--- src/rtl/led_pkg.sv ---
// Shared LED fader types and default sizing, also used by led_test and the top level.
// Latency: n/a (types and constants only). Flow control: n/a.
package led_pkg;

  typedef enum logic [1:0] {
    OFF  = 2'd0,
    UP   = 2'd1,
    ON   = 2'd2,
    DOWN = 2'd3
  } fader_state_t;

  localparam int LED_PWM_BITS = 8;
  localparam int LED_STEP_DIV = 4;

endpackage

--- src/rtl/led_pwm_gen.sv ---
// PWM counter and comparator; wrap flags the last count of each period.
// Latency: pwm_out is registered one cycle after the pwm_cnt it compares; enable=0 holds pwm_cnt and drives pwm_out low.
module led_pwm_gen
  import led_pkg::*;
#(
  parameter int PWM_BITS = LED_PWM_BITS
) (
  input  logic                clk,
  input  logic                rst,
  input  logic                enable,
  input  logic [PWM_BITS-1:0] duty_eff,
  input  logic                full_on,
  output logic                wrap,
  output logic                pwm_out
);

  localparam logic [PWM_BITS-1:0] MAX = '1;

  logic [PWM_BITS-1:0] pwm_cnt;

  assign wrap = (pwm_cnt == MAX);

  always_ff @(posedge clk) begin
    if (rst) begin
      pwm_cnt <= '0;
      pwm_out <= 1'b0;
    end else begin
      // full_on covers duty==MAX, which the strict compare can never reach
      pwm_out <= enable && (full_on || (pwm_cnt < duty_eff));
      if (enable) pwm_cnt <= pwm_cnt + 1'b1;
    end
  end

endmodule

--- src/rtl/led_pwm_fader.sv ---
// Fades the on/off LED level into a ramped PWM drive; LED_FADE_GAMMA_EN selects a squared duty curve.
// Latency: pwm_out 1 cycle after pwm_cnt; duty moves one step per STEP_DIV PWM periods.
// Flow control: none; enable=0 freezes FSM, counters and duty and forces pwm_out low.
module led_pwm_fader
  import led_pkg::*;
#(
  parameter int PWM_BITS = LED_PWM_BITS,
  parameter int STEP_DIV = LED_STEP_DIV
) (
  input  logic                clk,
  input  logic                rst,
  input  logic                led_in,
  input  logic                enable,
  output logic                pwm_out,
  output logic [PWM_BITS-1:0] duty_o,
  output logic                busy
);

  localparam logic [PWM_BITS-1:0] MAX       = '1;
  localparam logic [PWM_BITS-1:0] ONE       = PWM_BITS'(1);
  localparam logic [7:0]          STEP_LAST = 8'(STEP_DIV - 1);

  fader_state_t        state;
  logic [7:0]          step_cnt;
  logic [PWM_BITS-1:0] duty;
  logic [PWM_BITS-1:0] duty_eff;
  logic                wrap;
  logic                tick;

  assign tick   = wrap && (step_cnt == STEP_LAST);
  assign duty_o = duty;

`ifdef LED_FADE_GAMMA_EN
  logic [2*PWM_BITS-1:0] duty_wide;
  logic [2*PWM_BITS-1:0] duty_sq;
  assign duty_wide = {{PWM_BITS{1'b0}}, duty};
  assign duty_sq   = duty_wide * duty_wide;
  assign duty_eff  = PWM_BITS'(duty_sq >> PWM_BITS);
`else
  assign duty_eff = duty;
`endif

  always_ff @(posedge clk) begin
    if (rst) begin
      state    <= OFF;
      step_cnt <= '0;
      duty     <= '0;
      busy     <= 1'b0;
    end else if (enable) begin
      if (wrap) step_cnt <= tick ? 8'd0 : step_cnt + 8'd1;
      // A level reversal takes priority over a step in the same cycle
      case (state)
        OFF: begin
          if (led_in) begin
            state <= UP;
            busy  <= 1'b1;
          end
        end
        UP: begin
          if (!led_in) begin
            state <= DOWN;
          end else if (tick) begin
            if (duty != MAX) duty <= duty + ONE;
            if (duty >= MAX - ONE) begin
              state <= ON;
              busy  <= 1'b0;
            end
          end
        end
        ON: begin
          if (!led_in) begin
            state <= DOWN;
            busy  <= 1'b1;
          end
        end
        DOWN: begin
          if (led_in) begin
            state <= UP;
          end else if (tick) begin
            if (duty != '0) duty <= duty - ONE;
            if (duty <= ONE) begin
              state <= OFF;
              busy  <= 1'b0;
            end
          end
        end
        default: state <= OFF;
      endcase
    end
  end

  led_pwm_gen #(
    .PWM_BITS(PWM_BITS)
  ) u_pwm_gen (
    .clk      (clk),
    .rst      (rst),
    .enable   (enable),
    .duty_eff (duty_eff),
    .full_on  (duty == MAX),
    .wrap     (wrap),
    .pwm_out  (pwm_out)
  );

endmodule

--- config.mk ---
export PLATFORM = sky130hd
export DESIGN_NAME = led_pwm_fader
export DESIGN_NICKNAME = d
export VERILOG_FILES = /design/src/rtl/led_pkg.sv /design/src/rtl/led_pwm_gen.sv /design/src/rtl/led_pwm_fader.sv
export SDC_FILE = /design/constraint.sdc
export NUM_CORES = 1
export LEC_CHECK = 0
export CORE_ASPECT_RATIO = 1.4
export CORE_UTILIZATION = 50
export CTS_BUF_LIST = sky130_fd_sc_hd__clkbuf_2 sky130_fd_sc_hd__clkbuf_4 sky130_fd_sc_hd__clkbuf_8
export CTS_CLUSTER_SIZE = 30
export DETAILED_ROUTE_END_ITERATION = 12
export PLACE_DENSITY_LB_ADDON = 0.3
export SLEW_MARGIN = 20
export SYNTH_ARGS = -nofsm -noshare
export SYNTH_HDL_FRONTEND = slang
export SYNTH_SLANG_ARGS = --single-unit
--- constraint.sdc ---
create_clock -name clk -period 5.15 [get_ports clk]
set_input_delay 1.2875 -clock clk [delete_from_list [all_inputs] [get_ports clk]]
set_output_delay 1.2875 -clock clk [all_outputs]
set_load 0.005 [all_outputs]
==> results of run 1 <==
[power groups by stage]
stage,sequential (mW),clock (mW),combinational (mW)
after CTS,0.225,0.143,0.0373
final,0.225,0.138,0.0372
after global placement,0.230,0,0.0366
after global routing,0.225,0.147,0.0419
after floorplan,0.229,0,0.0264
after detailed placement,0.230,0,0.0372
[worst max-delay path, cell delays in order]
cell             delay (ns)
clkdlybuf4s50_1        0.51
or3b_2                 0.49
a31oi_1                0.26
o2111ai_1              0.34
or3_1                  0.45
a21oi_1                0.14
[per-stage QoR]
step | cells | setup slack (ns) | utilization [%] | hold WS, ns | instance area (um^2)
final | 262 | 1.87 | 58.8 | 0.476 | 1970
after CTS | 262 | 1.89 | 58.8 | 0.480 | 1970
after detailed placement | 258 | 1.60 | 57.2 | 0.466 | 1910
after floorplan | 210 | 2.41 | - | 0.444 | 1750
after global placement | 258 | 1.67 | 57.2 | 0.461 | 1910
after global routing | 262 | 1.77 | 58.8 | 0.503 | 1970
[metal layers]
metal | vias to the layer above | global-route usage (%) | part of all wire (%)
met5 | - | 0 | 0
met4 | 0 | 11.1 | 2.1
met3 | 8 | 3.14 | 2.5
met2 | 19 | 38.5 | 53
met1 | 728 | 23.1 | 42
li1 | 775 | - | -
[registers in the layout (all words and copies together) (netlist names)]
| name | flops |
|---|---|
| u_pwm_gen.pwm_cnt | 8 |
| u_pwm_gen.pwm_out | 1 |
| duty_o | 8 |
| busy | 1 |
| step_cnt | 8 |
| state | 2 |
[area by class of cell]
type	instances	share of cell area, %
multi-input combinational	164	57.1
timing repair buffer	13	6.61
inverter	13	2.48
clock buffer	4	2.80
tap	40	2.54
sequential	28	28.5
[kinds of logic (layout without fill, tap and decap cells)]
kind of cell,count (synthesis),after routing
flops,28,28
mux,4,4
fa+ha+maj,18,18
simple gates,86,86
xor+xnor,17,17
buf+inv,18,30
compound gates,39,39
[worst max path at each step]
stage / startpoint / end / slack [ns] / depth (start not counted)
6_report: led_in / duty_o[3] / 1.87 / 6
2_1_floorplan: led_in / duty_o[3] / 2.41 / 5
3_5_place_dp: led_in / duty_o[3] / 1.60 / 6
4_1_cts: led_in / duty_o[3] / 1.89 / 6
3_3_place_gp: led_in / duty_o[3] / 1.67 / 6
5_1_grt: led_in / duty_o[3] / 1.77 / 6
[placed cells by master, fill, tap and decap left out, drive strengths merged, types with 2 or more instances in the layout]
cell           instances
a21oi                 10
o21a                   2
nor3                   8
xnor2                  6
and3                   2
nand4                  7
or4b                   2
nand2                 13
or3                    5
o2111ai                2
clkbuf                 4
a21boi                 2
ha                    18
clkdlybuf4s50         13
dfxtp                 28
nand3                  3
nor2                  31
a211oi                 2
mux2i                  4
inv                   13
o21ai                 11
nor4                   4
xor2                  11
a31oi                  4
or4                    3
==> reports/metrics.cfg, run 1 <==
[logic_synthesis]
synth_top_family_by_area=simple AND/OR/NAND/NOR gates
synth_edf_count=0
yosys.area_share.simple_pct=26.1
yosysMostFrequentCell=nor2_1
synth_compound_area_share_pct=14.4
ys.warnings.count=0
yosysTopAreaCellShare_pct=32.0
synthTopCellsByCount=31 x nor2_1, 28 x dfxtp_1, 18 x ha_1, 13 x inv_1, 13 x nand2_1
yosys.area.top_type=dfxtp_1
synthMuxAreaShare_pct=2.29
synth_xor_area_share_pct=8.50
synthTopCellsByArea=dfxtp_1 32%, ha_1 13%, nor2_1 6.6%
seq_area_frac_synth_pct=32.0
synth_flop_cell=dfxtp_1
ys_types=40
synth_adder_area_share_pct=12.9
async_flop_share_pct=0
syn_nets=232
synth-seq-cells=28
syn-cell-area_mm2=0.00175
syn_inst=210
syn_avg_cell_area_um2=8.34

[clock_network]
cts_resized=0
root_buffer=clkbuf_8
ctsLongestPathBuffers=2
hold_buffers=0
tritoncts=yes
clock-sinks=28
cts_setup_buffers=0
clock_latency_ns=0.28
cts_buffers=3
path_clk_slew_ns=0.09
htree_levels=1

[route]
drc=0
viasPerCell=5.84
ant_nets=0
drt-pass1-iter-count=4
drt-wirelength-per-cell_um=13.9
num_vias=1530
drt_iter0_markers=60
wl_um=3650

[timing]
fin_skew_ns=0.00376
slew_headroom_pct=41.9
slew_viol_final=0
hold_viol_final=0
timing.final.crit_share_pct=63.7
worstMarginPinSlew_ns=0.868
fin_crit_ns=3.28
setup_viol=0
fin_setup_tns_ns=0
fmax_mhz=305
rsz0062_at_grt=false

[pwr]
combPwrFrac_pct=9.3
p_per_area_mw_per_mm2=203
seq_power_share_pct=56.2
switching_power_mw=0.0945
max-vdd-ir-drop_v=0.000136
total_power_mw=0.400
clkPwrFrac_pct=34.5
swShare_pct=23.6
p_int_mw=0.306
power.leakage_nw=0.706

[placed_design]
place_congestion=0.771
dp_hpwl_um=2680
io_buffers=13

[setup_path]
r2r_setup_slack_ns=2.44
rr_worst_depth=6
required_ns=5.35
cp.arrival_ns=3.48
timing.rr.start=state[0]
crit_path_start_kind=primary input
crit_fanout=7
rr_endpoint=duty_o[3]
worstSetupPathType=primary input to flip-flop
endpoint_kind=flip-flop

[global_route]
antenna_found_initial=0
grt_pass1_wl_um=6080
overflow=0
grt_max_degree=24
grt_pass1_vias=1437
grt_use_total_pct=21.3

[floorplanning]
core-area_mm2=0.00335
rows=25
io_pins=14
start_util_pct=52.3
fp.dieArea_mm2=0.00375
dieHeight_um=72.0
die_w_um=52.0

[final_layout]
n_fill_cell=321
final_nets=245
ff_latch_area_um2=561
synthToLayoutAreaGrowth_pct=12.4
antenna_cells=0
drive_gt1_share_pct=5.41
multi_input_area_mm2=0.00112

[run]
drv_cap=0

[hold_path]
whs_endpoint=step_cnt[1]
hp-start=step_cnt[1]
min_path_cells=2
hp-class=flip-flop to flip-flop

[status]
outcome=finished clean

No activity file was read; power rests on OpenSTA's default activity.
==> run 2: changes to the inputs <==
==> constraint.sdc (replaced) <==
create_clock -name clk -period 3 [get_ports clk]
set_input_delay 0.75 -clock clk [delete_from_list [all_inputs] [get_ports clk]]
set_output_delay 0.75 -clock clk [all_outputs]
set_load 0.005 [all_outputs]
==> run 2 against run 1 <==
Combinational power is 86% higher. Sequential share of layout area is 0.23 points lower. Power is 65% higher. Highest routed layer unchanged. Register-to-register slack worse by 1.9 ns. Via count is 0.85% lower. Critical endpoint unchanged. Global-route usage is 0.094 points higher. Routed wire length is 0.93% higher. Final area is 0.83% higher. Non-clock buffer count is 4 higher.
==> reports/metrics.cfg, run 2 (synthesis gave the netlist of run 1 again) <==
[status]
outcome=finished clean

[pwr]
power.leakage_nw=0.719
p_per_area_mw_per_mm2=332
max-vdd-ir-drop_v=0.000228

[setup_path]
r2r_setup_slack_ns=0.57
crit_fanout=7
rr_worst_depth=6
cpPeakStageDelay_ns=0.45
crit_buf_inv=1
rr_endpoint=duty_o[3]
cp_slowest_cell=or3b_2
required_ns=3.21
crit_chain=clkdlybuf4s50_1 > or3b_2 > a31oi_1 > o2111ai_1 > or3_1 > a21oi_1
crit_path_start_kind=primary input
endpoint_kind=flip-flop
timing.rr.start=step_cnt[0]
cp.arrival_ns=2.73
worstSetupPathType=primary input to flip-flop
cp_top_family=simple AND/OR/NAND/NOR gates

[hold_path]
min_path_cells=2
hp-class=flip-flop to flip-flop
hp-start=step_cnt[1]
whs_endpoint=step_cnt[1]

[global_route]
grt_pass1_wl_um=6090
antenna_found_initial=0
grt_max_degree=18
grt_pass1_vias=1414
grt_use_total_pct=21.4
overflow=0

[clock_network]
clock_latency_ns=0.27
path_clk_slew_ns=0.09
clock-sinks=28
cts_resized=0
cts_setup_buffers=0
tritoncts=yes
root_buffer=clkbuf_8
hold_buffers=0
htree_levels=1
ctsLongestPathBuffers=2
cts_buffers=3

[final_layout]
final_cells=265
final_nets=249
n_fill_cell=303
drive_gt1_share_pct=6.67
synthToLayoutAreaGrowth_pct=13.3
final_common_cell=nor2_1
final_cell_mix=31 x nor2_1, 28 x dfxtp_1, 18 x ha_1
fin_util_pct=59.3
antenna_cells=0

[floorplanning]
start_util_pct=52.3
die_w_um=52.0
dieHeight_um=72.0
io_pins=14
rows=25
fp.dieArea_mm2=0.00375
core-area_mm2=0.00335

[timing]
fin_setup_tns_ns=0
rsz0062_at_grt=false
fmax_mhz=398
fin_crit_ns=2.52
hold_viol_final=0
setup_viol=0
worstMarginPinSlew_ns=0.650
slew_headroom_pct=56.5
fin_skew_ns=0.00183
slew_viol_final=0
timing.final.crit_share_pct=83.8

[route]
drt-pass1-iter-count=4
num_vias=1517
ant_nets=0
drt-wirelength-per-cell_um=13.9
wl_um=3680
viasPerCell=5.72
drc=0
drt_iter0_markers=20

[placed_design]
place_congestion=0.829
dp_hpwl_um=2750
io_buffers=13
place_inst=262

[run]
drv_cap=0

-- run 2: cell count changes in the layout (fill, tap and decap cells not counted), sizes merged --
cell	before	now
buf	0	4
clkbuf	4	3
-- run 2: report_power, final --
part           internal (mW)  switching [mW]
logic                 0.0317          0.0375
clock network         0.0902           0.113
registers              0.379         0.00774
total                  0.501           0.159
-- run 2: tightest hold or removal path, delay by kind of cell, from the launching register on --
family | cells | cell delay, ns
and+or+nand+nor | 1 | 0.06
DFF | 1 | 0.33
AOI/OAI and AO/OA | 1 | 0.05
-- run 2: how the worst max path moves through the flow --
stage	depth (start not counted)	end	from	slack [ns]
floorplan	5	duty_o[3]	led_in	0.80
global placement	6	duty_o[3]	led_in	0.24
detailed placement	6	duty_o[3]	led_in	0.22
CTS	6	duty_o[3]	led_in	0.50
global route	6	duty_o[3]	step_cnt[0]	0.28
finish	6	duty_o[3]	led_in	0.48
-- run 2: metrics by stage --
step	hold WS (ns)	power, mW	setup WS [ns]	area (um^2)
6_report	0.481	0.659	0.485	1980
5_1_grt	0.519	0.686	0.280	1980
4_1_cts	0.479	0.664	0.496	1980
3_5_place_dp	0.465	0.463	0.219	1940
3_3_place_gp	0.459	0.460	0.241	1940
2_1_floorplan	0.444	0.439	0.799	1750
-- run 2: cell type report --
class	count	area (um^2)	area share (%)
inverter	13	48.8	2.46
clock buffer	3	41.3	2.08
tap	40	50.0	2.52
multi-input combinational	164	1120	56.6
timing repair buffer	17	160	8.07
sequential	28	561	28.2
-- run 2: layer usage --
layer	vias to the layer above	track usage, %	routed length, um
met4	0	9.01	76
met3	6	1.89	65
met1	718	24.5	1630
met2	16	39.0	1910
li1	777	-	-
met5	-	0	0
